## src/rtl/msix_irq_requester_if.sv

```systemverilog
// Interrupt request handshake between the requester and the PCIe bridge.
//   intx_msi_request : requester -> bridge, request level
//   intx_msi_vector  : requester -> bridge, vector number, valid while request=1
//   intx_msi_grant   : bridge -> requester, acknowledge (one or more cycles)
// Modports: master = requester side, slave = bridge side.
interface msix_irq_requester_if #(
  parameter int unsigned VECW = 2
) ();
  logic            intx_msi_request;
  logic [VECW-1:0] intx_msi_vector;
  logic            intx_msi_grant;

  modport master (
    output intx_msi_request,
    output intx_msi_vector,
    input  intx_msi_grant
  );

  modport slave (
    input  intx_msi_request,
    input  intx_msi_vector,
    output intx_msi_grant
  );
endinterface

```

## src/rtl/msix_irq_requester.sv

```systemverilog
// Device-side interrupt source controller ahead of the PCIe bridge interrupt port.
// Latches per-vector event pulses into pending bits, masks them, arbitrates round-robin
// among eligible vectors and issues one request at a time on the bridge handshake.
//
// Ports:
//   i_clk, i_rst_n  : clock, asynchronous active-low reset
//   i_src_pulse     : one-cycle event per vector (several bits may be set at once)
//   i_vec_mask      : 1 = vector masked (kept pending, not requested)
//   o_pending       : registered pending bits
//   o_busy          : FSM not idle
//   o_timeout_cnt   : saturating count of forced completions (0 unless timeout built in)
//   irq             : request/vector/grant handshake (master modport)
//
// Optional feature: define IRQ_GRANT_TIMEOUT_EN to force completion of a request that has
// not been granted within GNT_TIMEOUT cycles. Without it REQ waits for grant forever.
module msix_irq_requester #(
  parameter int unsigned NVEC        = 4,
  parameter int unsigned VECW        = 2,
  parameter int unsigned GNT_TIMEOUT = 16
) (
  input  logic                 i_clk,
  input  logic                 i_rst_n,
  input  logic [NVEC-1:0]      i_src_pulse,
  input  logic [NVEC-1:0]      i_vec_mask,
  output logic [NVEC-1:0]      o_pending,
  output logic                 o_busy,
  output logic [7:0]           o_timeout_cnt,
  msix_irq_requester_if.master irq
);

  typedef enum logic [1:0] {StIdle, StReq, StGap} state_e;

  state_e          r_state;
  logic            r_req;
  logic [VECW-1:0] r_vec;
  logic [VECW-1:0] r_last_vec;
  logic [NVEC-1:0] r_pending;

  logic [NVEC-1:0] w_eligible;
  logic [NVEC-1:0] w_clr;
  logic [VECW-1:0] w_sel;
  logic            w_found;
  logic            w_expire;
  logic            w_done;

`ifdef IRQ_GRANT_TIMEOUT_EN
  logic [15:0] r_tmo_cnt;
  logic [7:0]  r_timeouts;

  assign w_expire      = (r_tmo_cnt == 16'(GNT_TIMEOUT - 1));
  assign o_timeout_cnt = r_timeouts;
`else
  logic w_unused_gnt_timeout;

  assign w_unused_gnt_timeout = ^GNT_TIMEOUT;
  assign w_expire             = 1'b0;
  assign o_timeout_cnt        = 8'h00;
`endif

  // Round-robin pick: first eligible index scanning upward from r_last_vec+1, wrapping.
  always_comb begin
    int unsigned idx;
    w_eligible = r_pending & ~i_vec_mask;
    w_sel      = '0;
    w_found    = 1'b0;
    idx        = 0;
    for (int unsigned k = 1; k <= NVEC; k++) begin
      idx = (32'(r_last_vec) + k) % NVEC;
      if (!w_found && w_eligible[idx[VECW-1:0]]) begin
        w_found = 1'b1;
        w_sel   = idx[VECW-1:0];
      end
    end
  end

  assign w_done = (r_state == StReq) && (irq.intx_msi_grant || w_expire);
  assign w_clr  = w_done ? (NVEC'(1) << r_vec) : '0;

  always_ff @(posedge i_clk or negedge i_rst_n) begin
    if (!i_rst_n) begin
      r_state    <= StIdle;
      r_req      <= 1'b0;
      r_vec      <= '0;
      r_last_vec <= VECW'(NVEC - 1);
      r_pending  <= '0;
`ifdef IRQ_GRANT_TIMEOUT_EN
      r_tmo_cnt  <= '0;
      r_timeouts <= '0;
`endif
    end else begin
      // A pulse on the completing edge re-sets the bit being cleared.
      r_pending <= (r_pending & ~w_clr) | i_src_pulse;
      unique case (r_state)
        StIdle: begin
          if (w_found) begin
            r_vec   <= w_sel;
            r_req   <= 1'b1;
            r_state <= StReq;
`ifdef IRQ_GRANT_TIMEOUT_EN
            r_tmo_cnt <= '0;
`endif
          end
        end
        StReq: begin
`ifdef IRQ_GRANT_TIMEOUT_EN
          r_tmo_cnt <= r_tmo_cnt + 16'd1;
`endif
          if (w_done) begin
            r_last_vec <= r_vec;
            r_req      <= 1'b0;
            r_state    <= StGap;
`ifdef IRQ_GRANT_TIMEOUT_EN
            // Grant on the expiry edge is a normal completion.
            if (!irq.intx_msi_grant && (r_timeouts != 8'hFF)) begin
              r_timeouts <= r_timeouts + 8'd1;
            end
`endif
          end
        end
        StGap:   r_state <= StIdle;
        default: r_state <= StIdle;
      endcase
    end
  end

  assign o_pending            = r_pending;
  assign o_busy               = (r_state != StIdle);
  assign irq.intx_msi_request = r_req;
  assign irq.intx_msi_vector  = r_vec;

endmodule

```

## src/flat_wrapper.sv

```systemverilog
// flat-port wrapper written by rule: the top's interface ports become plain ports
module msix_irq_requester_flat 
#(
  parameter int unsigned NVEC        = 4,
  parameter int unsigned VECW        = 2,
  parameter int unsigned GNT_TIMEOUT = 16
)
  (i_clk, i_rst_n, i_src_pulse, i_vec_mask, o_pending, o_busy, o_timeout_cnt, irq_intx_msi_request, irq_intx_msi_vector, irq_intx_msi_grant);
  msix_irq_requester_if #(.VECW(VECW)) irq_i ();
  input  logic i_clk;
  input  logic i_rst_n;
  input  logic [NVEC-1:0] i_src_pulse;
  input  logic [NVEC-1:0] i_vec_mask;
  output logic [NVEC-1:0] o_pending;
  output logic o_busy;
  output logic [7:0] o_timeout_cnt;
  output wire logic [$bits(irq_i.intx_msi_request)-1:0] irq_intx_msi_request;
  output wire logic [$bits(irq_i.intx_msi_vector)-1:0] irq_intx_msi_vector;
  input wire logic [$bits(irq_i.intx_msi_grant)-1:0] irq_intx_msi_grant;
  assign irq_intx_msi_request = irq_i.intx_msi_request;
  assign irq_intx_msi_vector = irq_i.intx_msi_vector;
  assign irq_i.intx_msi_grant = irq_intx_msi_grant;
  msix_irq_requester #(.NVEC(NVEC), .VECW(VECW), .GNT_TIMEOUT(GNT_TIMEOUT)) u_core (.i_clk(i_clk), .i_rst_n(i_rst_n), .i_src_pulse(i_src_pulse), .i_vec_mask(i_vec_mask), .o_pending(o_pending), .o_busy(o_busy), .o_timeout_cnt(o_timeout_cnt), .irq(irq_i));
endmodule
```

## config.mk

```make
export PLATFORM = sky130hd
export DESIGN_NAME = msix_irq_requester_flat
export DESIGN_NICKNAME = d
export VERILOG_FILES = /design/src/rtl/msix_irq_requester_if.sv /design/src/rtl/msix_irq_requester.sv /design/src/flat_wrapper.sv
export SDC_FILE = /design/constraint.sdc
export NUM_CORES = 1
export LEC_CHECK = 0
export CORE_MARGIN = 3
export CORE_UTILIZATION = 30
export CTS_CLUSTER_DIAMETER = 200
export DETAILED_ROUTE_END_ITERATION = 10
export GPL_ROUTABILITY_DRIVEN = 0
export PLACE_DENSITY = 0.59
export REMOVE_ABC_BUFFERS = 1
export SLEW_MARGIN = 0
export SYNTH_ARGS = -nofsm -noshare
export SYNTH_HDL_FRONTEND = slang
export SYNTH_SLANG_ARGS = --single-unit
```

## constraint.sdc

```tcl
create_clock -name i_clk -period 2.35 [get_ports i_clk]
set_input_delay 0.47 -clock i_clk [delete_from_list [all_inputs] [get_ports i_clk]]
set_output_delay 0.47 -clock i_clk [all_outputs]
set_load 0.05 [all_outputs]
```

Yosys cells after proc, flatten, opt, wreduce, memory -nomap -nowiden:

Cells that the tools add are included.

* bits in latches: 0
* register bits: 11
* memory bits (writable): 0
* bits of input ports: 11
* memory bits (read-only): 0
* memories kept: 0
* output and inout bits: 16
* word-level logic and storage cells: 59

* multiplexer cells: 23
* div/mod/pow operators: 0
* $mul: 0
* bitwise logic cells: 5
* add/sub/neg operators: 4
* reductions and logical operators: 14
* shifts and indexed selects: 1
* equal/unequal tests: 3
* $lt $le $gt $ge: 4

Operators with widths (count)
* less-than comparator 2 x 3 -> 1 bit (second input constant): 4
* 2-to-1 mux 2 bit: 6
* 2-to-1 mux 1 bit: 10
* AND 4 bit: 2
* binary-select mux 1 bit (select 2 bit): 4
* NOT 4 bit: 2
* AND reduction 2 bit: 3
* adder 2 x 1 -> 2 bit (second input constant): 2
* adder 2 bit (second input constant): 2
* logical AND 1 bit: 4
* 2-to-1 mux 4 bit: 1
* != test 2 x 1 -> 1 bit (second input constant): 2
* bitwise OR 4 bit: 1
* one-hot mux 2 bit (2 select lines): 1
* nonzero test 2 bit: 2
* << shifter 1 x 2 -> 4 bit (first input constant): 1
* zero test 1 bit: 3
* AND reduction 3 bit: 1
* == test 2 x 1 -> 1 bit (second input constant): 1
* zero test 2 bit: 1
* one-hot mux 1 bit (2 select lines): 1

Longest topological paths before layout:

Gate-level depths: netlist (run 1).

* word-level depth: 16
* depth in mapped cells: 5
* mapped depth without buffers: 5

Least setup slack after synthesis (run 1):

No wires, ideal clock.

* path kind: reg-to-reg
* from: register u_core.r_pending[0] (netlist: u_core.o_pending[0])
* to: register u_core.r_vec[0] (netlist: u_core.irq.intx_msi_vector[0])
* setup time: 0.121 ns
* stages on the path, launching flop included: 5
* path buffers: 0
* period minus slack after synthesis: 1.489 ns
* data arrival time: 1.368 ns
* slack: 0.861 ns
* required time: 2.229 ns
* cell sequence: dfrtp_1 -> nand2b_1 -> o2bb2ai_1 -> a32o_1 -> o22a_1

* word-level cells in the longest chain between the ends: 14
* elaborated cells on any way between the ends: 24
* those cells by class: mux (16); bitwise (1); reduce/logical (7)

Ends and longest elaborated chain
* start, declared: RTL line msix_irq_requester.sv:37 `logic [NVEC-1:0] r_pending;`
* start signal, assigned: RTL line msix_irq_requester.sv:92 `r_pending <= (r_pending & ~w_clr) | i_src_pulse;`
* AND 4 bit (*): RTL line msix_irq_requester.sv:63 `w_eligible = r_pending & ~i_vec_mask;`
* binary-select mux 1 bit (select 2 bit): RTL line msix_irq_requester.sv:69 `if (!w_found && w_eligible[idx[VECW-1:0]]) begin`
* 2-to-1 mux 1 bit (not written as such): RTL line msix_irq_requester.sv:69
* 2-to-1 mux 1 bit: RTL line msix_irq_requester.sv:69
* zero test 1 bit: RTL line msix_irq_requester.sv:69
* logical AND 1 bit: RTL line msix_irq_requester.sv:69
* 2-to-1 mux 1 bit: RTL line msix_irq_requester.sv:69
* zero test 1 bit: RTL line msix_irq_requester.sv:69
* logical AND 1 bit: RTL line msix_irq_requester.sv:69
* 2-to-1 mux 1 bit: RTL line msix_irq_requester.sv:69
* zero test 1 bit: RTL line msix_irq_requester.sv:69
* logical AND 1 bit: RTL line msix_irq_requester.sv:69
* 2-to-1 mux 1 bit: RTL line msix_irq_requester.sv:69
* AND reduction 2 bit (no line)
* end signal, assigned: RTL line msix_irq_requester.sv:96 `r_vec <= w_sel;`
* end, declared: RTL line msix_irq_requester.sv:35 `logic [VECW-1:0] r_vec;`

Mark *: on every way between the ends. The rest lies on a longest branch, timed or not. The select of a mux whose other input is x is not followed.
A chain may end at the register's enable or synchronous reset.

Worst setup path after layout (run 1):

* from: register u_core.r_state[0]
* to: output port o_busy

* word-level cells in the longest chain between the ends: 1

Ends and longest elaborated chain
* start, declared: RTL line msix_irq_requester.sv:33 `state_e r_state;`
* start signal, assigned: RTL line msix_irq_requester.sv:81 `r_state <= StIdle;`
* start signal, assigned: RTL line msix_irq_requester.sv:98 `r_state <= StReq;`
* start signal, assigned: RTL line msix_irq_requester.sv:111 `r_state <= StGap;`
* nonzero test 2 bit: RTL line msix_irq_requester.sv:127 `assign o_busy = (r_state != StIdle);`
* end, declared: RTL line flat_wrapper.sv:15 `output logic o_busy;`

No other way between the ends.

==> results.sh, run 1 <==
export IMPL_outcome="finished clean"
export IMPL_grt_pass1_vias=449
export IMPL_drive_above_1_share_pct=15.0
export IMPL_final_max_slew_viol_count=0
export IMPL_synth_top_family_by_area="compound AO/OA/AOI/OAI gates"
export IMPL_cp_cell_sequence="or2_4, clkdlybuf4s50_1"
export IMPL_cts_root_buf="clkbuf_4"
export IMPL_grt_max_degree=12
export IMPL_synth_seq_cells=11
export IMPL_synth_area_sq_um=613
export IMPL_firstDrtPassIters=3
export IMPL_nets=92
export IMPL_tritoncts="built"
export IMPL_synth_largest_area_cell="dfrtp_1"
export IMPL_path_max_fanout=4
export IMPL_boundaryPins=27
export IMPL_hold_path_startpoint="u_core.r_state[1]"
export IMPL_num_rows=15
export IMPL_r2r_start="u_core.r_state[1]"
export IMPL_cp_startpoint="u_core.r_state[0]"
export IMPL_critPathKind="reg -> out"
export IMPL_synthCells=59
export IMPL_hold_viol=0
export IMPL_post_route_period_util_pct=90.6
export IMPL_synthTopCellsByCount="dfrtp_1 (9), buf_4 (8), nand2_1 (7)"
export IMPL_crit_path_start_kind="register"
export IMPL_syn_to_final_growth_pct=33.3
export IMPL_synth_area_mux_share_pct=1.84
export IMPL_cts_clk_slew_worst_paths_ps=70
export IMPL_fmax_ghz=0.470
export IMPL_slew_headroom_pct=66.1
export IMPL_synth_fa_ha_area_share_pct=0
export IMPL_syn_avg_cell_area_sq_um=10.4
export IMPL_drtIter0Drc=3
export IMPL_vias_per_cell=4.61
export IMPL_synth_top_area_share_pct=36.7
export IMPL_cts_setup_buffers=0
export IMPL_synth_xor_area_share_pct=0
export IMPL_die_height_um=51.2
export IMPL_insertion_delay_ps=270
export IMPL_grt_pass1_wl_mm=2.06
export IMPL_synth_most_common_cell="dfrtp_1"
export IMPL_detail_route_drc_violations=0
export IMPL_cp_end_kind="primary output"
export IMPL_timing_final_ws_setup_ps=221
export IMPL_setup_violations=0
export IMPL_grt_overflow=0
export IMPL_slowest_stage="clkdlybuf4s50_1"
export IMPL_routed_wl_mm=1.28
export IMPL_n_antenna_cell=0
export IMPL_cts_resized=0
export IMPL_hold_path_class="reg -> reg"
export IMPL_grt_setup_unrepaired="no"
export IMPL_ir_drop_mv=0.677
export IMPL_synth_compound_area_share_pct=21.0
export IMPL_vias=484
export IMPL_finalCriticalPeriod_ps=2130
export IMPL_ant_nets=0
export IMPL_crit_buf_inv=1
export IMPL_wl_per_cell_um=12.2
export IMPL_cts_hold_fix_buffers=0
export IMPL_yosysWarnings=0
export IMPL_port_buffers=18
export IMPL_cts_buffer_depth=2
export IMPL_finalSetupTns_ps=0
export IMPL_p_leak_nw=0.335
export IMPL_ys_flop_type="dfrtp_1"
export IMPL_fin_util_pct=44.9
export IMPL_synth_distinct_cells=28
export IMPL_cp_data_required_time_ps=1880
export IMPL_ys_seq_area_share_pct=45.3
export IMPL_cts_buffers=3
export IMPL_start_util_pct=33.7
export IMPL_dp_final_hpwl_mm=1.01
export IMPL_cts_sinks=11
export IMPL_coreArea_sq_um=1820
export IMPL_max_cap_viol_count=0
export IMPL_finalClockSkew_ps=5.96
export IMPL_track_usage_pct=11.0
export IMPL_critical_path_max_stage_delay_ps=700
export IMPL_synthTopCellsByArea="dfrtp_1 (37%), buf_4 (9.8%), dfstp_2 (8.6%)"
export IMPL_power_density_nw_per_um2=1110
export IMPL_yosys_area_share_simple_pct=20.2
export IMPL_worstPathArrival_ps=1660
export IMPL_synth_edff_count=0
export IMPL_worstMarginPinSlew_ps=507
export IMPL_pre_cts_ws_ps=510
export IMPL_crit_family="buffers and inverters"
export IMPL_die_w_um=51.2
export IMPL_antenna_found_initial=0
export IMPL_async_flop_share_pct=100
export IMPL_die_area_sq_um=2620
export IMPL_htree_levels=1
==> worst paths after layout <==
check,to,slack (ps),cells after the start
hold reg to reg,u_core.r_state[0],450,1
hold / removal,u_core.r_state[0],450,1
max in group asynchronous,u_core.r_last_vec[0],1450,1
setup / recovery,o_busy,220,2
setup reg to reg,u_core.o_pending[1],1040,5
min in group asynchronous,u_core.r_state[0],530,1
==> flip-flops by register name, summed over array words and instances, names as in the netlist <==
signal	cells
u_core.irq.intx_msi_request	1
u_core.o_pending	4
u_core.r_last_vec	2
u_core.irq.intx_msi_vector	2
u_core.r_state	2
==> cell families after synthesis <==
| logic type | count (synthesis) |
|---|---|
| simple gates | 22 |
| compound gates | 14 |
| flops | 11 |
| buf+inv | 10 |
| mux | 1 |
| other cells | 1 |
==> stage by stage <==
stage	cells	power [mW]	instance area [sq um]	hold WS (ps)
2_1_floorplan	58	0.640	579	174
3_3_place_gp	101	0.780	791	440
3_5_place_dp	101	0.788	791	442
4_1_cts	105	0.918	817	457
5_1_grt	105	0.961	817	478
6_report	105	0.906	817	454
==> cell usage in the layout (no fill, tap or decap), types with 2 or more instances in the layout <==
cell	synthesis	layout
nand2_1	7	7
a211oi_1	2	2
conb_1	1	8
dfstp_2	2	2
clkdlybuf4s50_1	0	18
nor2_1	4	4
dfrtp_1	9	9
nand2b_1	4	4
inv_1	2	2
a21o_1	2	2
clkbuf_4	0	3
==> routing by layer <==
metal  track usage (%)  share of wire [%]
met1              13.4                 46
met2              15.9                 43
met3              6.41                9.5
met4              4.04                1.2
met5                 0                  0
==> area by class of cell <==
| cell class | count | area [sq um] |
|---|---|---|
| fill | 191 | 1000 |
| multi-input combinational | 45 | 294 |
| sequential | 11 | 278 |
| timing repair buffer | 18 | 180 |
| tap | 25 | 31.3 |
| clock buffer | 4 | 26.3 |
| inverter | 2 | 7.51 |
==> report_power, final <==
| part | switching, mW | internal (mW) |
|---|---|---|
| Sequential | 0.0808 | 0.262 |
| Clock | 0.0621 | 0.0657 |
| Combinational | 0.268 | 0.167 |
(Power assumes the default switching activity.)
==> run 2, diff against run 1 <==
--- a/config.mk
+++ b/config.mk
@@ -5,13 +5,15 @@
 export SDC_FILE = /design/constraint.sdc
 export NUM_CORES = 1
 export LEC_CHECK = 0
+export ABC_AREA = 1
 export CORE_MARGIN = 3
 export CORE_UTILIZATION = 30
 export CTS_CLUSTER_DIAMETER = 200
 export DETAILED_ROUTE_END_ITERATION = 10
 export GPL_ROUTABILITY_DRIVEN = 0
-export PLACE_DENSITY = 0.59
+export PLACE_DENSITY = 0.55
 export REMOVE_ABC_BUFFERS = 1
+export SETUP_SLACK_MARGIN = 0.2
 export SLEW_MARGIN = 0
 export SYNTH_ARGS = -nofsm -noshare
 export SYNTH_HDL_FRONTEND = slang
==> run 2 against run 1 <==
  * Clock-buffer cell count unchanged
  * Via count increased by 49%
  * Sequential cell count unchanged
  * Clock skew decreased by 5.4 ps
  * Combinational power increased by 100%
  * Critical path type unchanged
  * Non-clock buffer count unchanged
  * Sequential share of layout area decreased by 6.1 points
  * Register-to-register slack got worse by 180 ps
  * Largest cell class unchanged
==> results.sh, run 2 <==
export IMPL_final_common_cell="nand2_1"
export IMPL_worstPathArrival_ps=1530
export IMPL_synthTopCellsByCount="nand2_1 (37), inv_1 (14), nand3_1 (10)"
export IMPL_synth_most_common_cell="nand2_1"
export IMPL_cts_root_buf="clkbuf_4"
export IMPL_synthCells=113
export IMPL_clkPwrFrac_pct=9.3
export IMPL_comb_power_share_pct=65.2
export IMPL_finalInstanceArea_sq_um=996
export IMPL_power_density_nw_per_um2=1360
export IMPL_die_w_um=57.2
export IMPL_fillerInstances=264
export IMPL_htree_levels=1
export IMPL_detail_route_drc_violations=0
export IMPL_die_height_um=57.2
export IMPL_grt_max_degree=12
export IMPL_internal_power_mw=0.626
export IMPL_worstMarginPinSlew_ps=502
export IMPL_fmax_ghz=0.499
export IMPL_n_antenna_cell=0
export IMPL_grt_pass1_wl_mm=2.68
export IMPL_critPathKind="reg -> out"
export IMPL_firstDrtPassIters=4
export IMPL_crit_path_start_kind="register"
export IMPL_ys_seq_area_share_pct=35.4
export IMPL_cp_startpoint="u_core.irq.intx_msi_vector[1]"
export IMPL_synth_top_area_share_pct=28.7
export IMPL_ys_flop_type="dfrtp_1"
export IMPL_cts_clk_slew_worst_paths_ps=60
export IMPL_nets=146
export IMPL_grt_setup_unrepaired="no"
export IMPL_syn_avg_cell_area_sq_um=6.95
export IMPL_pre_cts_ws_ps=504
export IMPL_cp_data_required_time_ps=1880
export IMPL_r2r_slack_ps=860
export IMPL_hold_path_startpoint="u_core.irq.intx_msi_request"
export IMPL_setup_violations=0
export IMPL_timing_final_ws_setup_ps=346
export IMPL_routed_wl_mm=1.54
export IMPL_finalClockSkew_ps=0.513
export IMPL_drive_above_1_share_pct=15.7
export IMPL_coreArea_sq_um=2340
export IMPL_cp_end_kind="primary output"
export IMPL_cts_buffer_depth=2
export IMPL_slowest_stage="clkdlybuf4s50_1"
export IMPL_synth_edff_count=0
export IMPL_ff_latch_area_sq_um=278
export IMPL_grt_overflow=0
export IMPL_switching_power_mw=0.728
export IMPL_vias_per_cell=4.46
export IMPL_cp_depth=1
export IMPL_start_util_pct=33.6
export IMPL_multiInputGateArea_sq_um=414
export IMPL_ir_drop_mv=0.822
export IMPL_synth_distinct_cells=18
export IMPL_synthTopCellsByArea="dfrtp_1 (29%), nand2_1 (18%), nand3_2 (8.9%)"
export IMPL_synth_largest_area_cell="dfrtp_1"
export IMPL_max_cap_viol_count=0
export IMPL_holdPathStages=2
export IMPL_insertion_delay_ps=270
export IMPL_grt_pass1_vias=663
export IMPL_cts_sinks=11
export IMPL_cts_hold_fix_buffers=0
export IMPL_r2r_start="u_core.r_last_vec[0]"
export IMPL_track_usage_pct=10.3
export IMPL_cp_cell_sequence="clkdlybuf4s50_1"
export IMPL_swShare_pct=53.8
export IMPL_async_flop_share_pct=100
export IMPL_slew_headroom_pct=66.5
export IMPL_cts_buffers=3
export IMPL_ant_nets=0
export IMPL_boundaryPins=27
export IMPL_crit_buf_inv=1
export IMPL_path_max_fanout=5
export IMPL_num_rows=17
export IMPL_outcome="finished clean"
export IMPL_p_leak_nw=0.509
export IMPL_layout_common_cells="nand2_1 (37), clkdlybuf4s50_1 (17), inv_1 (14), nand3_1 (10), dfrtp_1 (9)"
export IMPL_total_power_mw=1.35
export IMPL_hold_viol=0
export IMPL_syn_to_final_growth_pct=26.8
export IMPL_antenna_found_initial=0
export IMPL_port_buffers=18
export IMPL_drtIter0Drc=5
export IMPL_final_max_slew_viol_count=0
export IMPL_reg2reg_depth=9
export IMPL_hold_path_class="reg -> reg"
export IMPL_synth_area_sq_um=786
export IMPL_synth_seq_cells=11
export IMPL_dp_final_hpwl_mm=1.30
export IMPL_yosysWarnings=0
export IMPL_post_route_period_util_pct=85.3
export IMPL_whs_endpoint="u_core.irq.intx_msi_request"
export IMPL_critical_path_max_stage_delay_ps=840
export IMPL_vias=722
export IMPL_finalSetupTns_ps=0
export IMPL_die_area_sq_um=3270
export IMPL_place_area_sq_um=967
export IMPL_finalCriticalPeriod_ps=2000
export IMPL_crit_reg2reg_capture="u_core.irq.intx_msi_vector[0]"
export IMPL_crit_family="buffers and inverters"
export IMPL_largest_reg_flops=4
export IMPL_seq_power_share_pct=25.4
export IMPL_tritoncts="built"
export IMPL_wl_per_cell_um=9.48
run 2: changes by cell type after synthesis, moves of 4 or more:
| cell | change |
|---|---|
| inv_1 | +12 |
| nand2_2 | +4 |
| nand2b_1 | -4 |
| nand3_2 | +7 |
| nand2_1 | +30 |
| nand3_1 | +9 |
| o21ai_0 | +6 |
run 2: area by class of cell:
cell class | instances | share of cell area (%)
Inverter | 16 | 6.03
Sequential cell | 11 | 27.9
Multi-Input combinational cell | 85 | 41.6
Timing Repair Buffer | 18 | 18.3
Clock buffer | 4 | 2.64
Tap cell | 28 | 3.52
run 2: power groups by stage:
stage / Combinational [mW] / Clock, mW / Sequential, mW
after floorplan: 0.570 / 0 / 0.449
after global placement: 0.885 / 0 / 0.348
after detailed placement: 0.889 / 0 / 0.347
after CTS: 0.895 / 0.132 / 0.345
after global routing: 0.981 / 0.141 / 0.359
final: 0.883 / 0.126 / 0.344
run 2: what timing repair did:
| action | CTS | global route |
|---|---|---|
| endpoints found under the setup margin | 0 | 1 |
| setup buffers | 0 | 0 |
| gates resized for setup | 0 | 1 |
run 2: kinds of logic after synthesis:
family,after synthesis,share of synthesized area (%)
flops,11,35.4
other cells,1,0.477
compound gates,10,7.16
simple gates,67,41.7
buf+inv,24,15.3
run 2: stage by stage:
| stage | cells | hold WS, ps | utilization (%) |
|---|---|---|---|
| after floorplan | 112 | 174 | - |
| after global placement | 158 | 495 | 41.3 |
| after detailed placement | 158 | 509 | 41.3 |
| after CTS | 162 | 536 | 42.5 |
| after global routing | 162 | 556 | 42.6 |
| final | 162 | 525 | 42.6 |
run 2: how the worst max path moves through the flow:
stage | end | slack, ps
finish | irq_intx_msi_vector[1] | 350
global route | irq_intx_msi_vector[1] | 280
CTS | o_busy | 210
detailed placement | o_busy | 500
global placement | o_busy | 510
floorplan | u_core.irq.intx_msi_vector[0] | 860
run 2: layer usage:
layer	GRT usage, %	share of wire [%]	vias to the layer above
met5	0	0	-
li1	-	-	388
met2	15.7	44	21
met3	2.26	5.1	5
met1	13.5	48	308
met4	5.96	2.2	0
==> run 3, diff against run 2 <==
--- a/config.mk
+++ b/config.mk
@@ -6,14 +6,17 @@
 export NUM_CORES = 1
 export LEC_CHECK = 0
 export ABC_AREA = 1
+export CORE_ASPECT_RATIO = 0.6
 export CORE_MARGIN = 3
 export CORE_UTILIZATION = 30
 export CTS_CLUSTER_DIAMETER = 200
 export DETAILED_ROUTE_END_ITERATION = 10
 export GPL_ROUTABILITY_DRIVEN = 0
+export GPL_TIMING_DRIVEN = 0
 export PLACE_DENSITY = 0.55
 export REMOVE_ABC_BUFFERS = 1
 export SETUP_SLACK_MARGIN = 0.2
+export SKIP_CTS_REPAIR_TIMING = 1
 export SLEW_MARGIN = 0
 export SYNTH_ARGS = -nofsm -noshare
 export SYNTH_HDL_FRONTEND = slang
==> run 3 against run 2 <==
  * Register-to-register slack worse by 40 ps
  * Hold slack worse by 7.9 ps
  * Worst setup slack better by 21 ps
  * Die area is 0.62% higher
  * Clock-buffer cell count stayed put
  * Clock skew hardly changed
  * Global-route usage is 2.1 points higher
  * Clock power is 56% higher
  * Largest power group unchanged
  * Routed wire length is 24% higher
==> results.sh, run 3 (synthesized netlist as in run 2, its figures left out) <==
export IMPL_die_area_sq_um=3290
export IMPL_finalCriticalPeriod_ps=1980
export IMPL_seq_power_share_pct=24.0
export IMPL_cp_cell_sequence="clkdlybuf4s50_1"
export IMPL_insertion_delay_ps=240
export IMPL_layout_common_cells="nand2_1 (37), clkdlybuf4s50_1 (17), inv_1 (14), nand3_1 (10), dfrtp_1 (9)"
export IMPL_ant_nets=0
export IMPL_cts_sinks=11
export IMPL_dp_final_hpwl_mm=1.53
export IMPL_whs_endpoint="u_core.irq.intx_msi_request"
export IMPL_cp_data_required_time_ps=1880
export IMPL_hold_path_class="reg -> reg"
export IMPL_tritoncts="built"
export IMPL_crit_family="buffers and inverters"
export IMPL_hold_path_startpoint="u_core.irq.intx_msi_request"
export IMPL_post_route_period_util_pct=84.4
export IMPL_ir_drop_mv=0.487
export IMPL_crit_buf_inv=1
export IMPL_syn_to_final_growth_pct=29.5
export IMPL_setup_violations=0
export IMPL_grt_overflow=0
export IMPL_routed_wl_mm=1.90
export IMPL_cp_end_kind="primary output"
export IMPL_crit_path_start_kind="register"
export IMPL_worstPathArrival_ps=1510
export IMPL_r2r_slack_ps=820
export IMPL_cts_buffer_depth=2
export IMPL_wl_per_cell_um=11.6
export IMPL_nets=146
export IMPL_die_w_um=72.1
export IMPL_detail_route_drc_violations=0
export IMPL_antenna_found_initial=0
export IMPL_vias_per_cell=4.48
export IMPL_coreArea_sq_um=2330
export IMPL_vias=735
export IMPL_port_buffers=18
export IMPL_swShare_pct=53.4
export IMPL_grt_pass1_wl_mm=3.05
export IMPL_start_util_pct=33.8
export IMPL_clkPwrFrac_pct=13.5
export IMPL_slowest_stage="clkdlybuf4s50_1"
export IMPL_num_rows=13
export IMPL_htree_levels=1
export IMPL_cts_clk_slew_worst_paths_ps=50
export IMPL_hold_viol=0
export IMPL_internal_power_mw=0.680
export IMPL_boundaryPins=27
export IMPL_cts_root_buf="clkbuf_8"
export IMPL_cts_buffers=3
export IMPL_r2r_start="u_core.r_last_vec[0]"
export IMPL_drive_above_1_share_pct=15.7
export IMPL_n_antenna_cell=0
export IMPL_fmax_ghz=0.504
export IMPL_critPathKind="reg -> out"
export IMPL_finalSetupTns_ps=0
export IMPL_grt_max_degree=12
export IMPL_power_density_nw_per_um2=1440
export IMPL_critical_path_max_stage_delay_ps=840
export IMPL_outcome="finished clean"
export IMPL_crit_reg2reg_capture="u_core.irq.intx_msi_vector[0]"
export IMPL_holdPathStages=2
export IMPL_drtIter0Drc=29
export IMPL_p_leak_nw=0.517
export IMPL_comb_power_share_pct=62.5
export IMPL_reg2reg_depth=9
export IMPL_max_cap_viol_count=0
export IMPL_timing_final_ws_setup_ps=366
export IMPL_grt_setup_unrepaired="no"
export IMPL_firstDrtPassIters=4
export IMPL_track_usage_pct=12.5
export IMPL_total_power_mw=1.46
export IMPL_switching_power_mw=0.780
export IMPL_worstMarginPinSlew_ps=511
export IMPL_finalClockSkew_ps=0.744
export IMPL_path_max_fanout=5
export IMPL_final_max_slew_viol_count=0
export IMPL_die_height_um=45.6
export IMPL_grt_pass1_vias=651
export IMPL_largest_reg_flops=4
export IMPL_pre_cts_ws_ps=473
export IMPL_final_common_cell="nand2_1"
export IMPL_slew_headroom_pct=65.8
==> run 3: metal layers <==
| layer | GRT usage [%] | wire, um | share of wire [%] | vias to the layer above |
|---|---|---|---|---|
| met5 | 0 | 0 | 0 | - |
| met4 | 3.37 | 13 | 0.68 | 0 |
| met1 | 17.3 | 945 | 50 | 320 |
| li1 | - | - | - | 382 |
| met3 | 4.85 | 179 | 9.4 | 3 |
| met2 | 18.1 | 760 | 40 | 30 |
==> run 3: worst max path at each step <==
stage,from,end,slack (ps),depth (start not counted)
after floorplan,u_core.o_pending[2],u_core.irq.intx_msi_vector[0],860,9
after CTS,u_core.r_state[0],o_busy,210,2
after global placement,u_core.r_state[0],o_busy,490,2
after detailed placement,u_core.r_state[0],o_busy,470,2
final,u_core.irq.intx_msi_vector[1],irq_intx_msi_vector[1],370,1
after global routing,u_core.irq.intx_msi_vector[0],irq_intx_msi_vector[0],330,1
==> run 3: area by class of cell <==
| type | instances | area [sq um] |
|---|---|---|
| Inverter | 16 | 60.1 |
| Clock buffer | 4 | 45.0 |
| Timing Repair Buffer | 18 | 183 |
| Sequential cell | 11 | 278 |
| Fill cell | 257 | 1310 |
| Tap cell | 30 | 37.5 |
| Multi-Input combinational cell | 85 | 414 |
==> run 3: power by group through the flow <==
stage,clock network (mW),logic [mW],registers (mW)
final,0.197,0.912,0.351
after global routing,0.207,1.00,0.365
after CTS,0.200,0.915,0.351
after detailed placement,0,0.909,0.353
after global placement,0,0.888,0.353
after floorplan,0,0.570,0.449
==> run 3: stage by stage <==
stage	hold slack [ps]	utilization [%]	cell area [sq um]	cells
after floorplan	174	-	752	112
after global placement	519	41.7	970	160
after detailed placement	505	41.7	970	160
after CTS	524	43.6	1010	164
after global routing	574	43.7	1020	164
final	517	43.7	1020	164
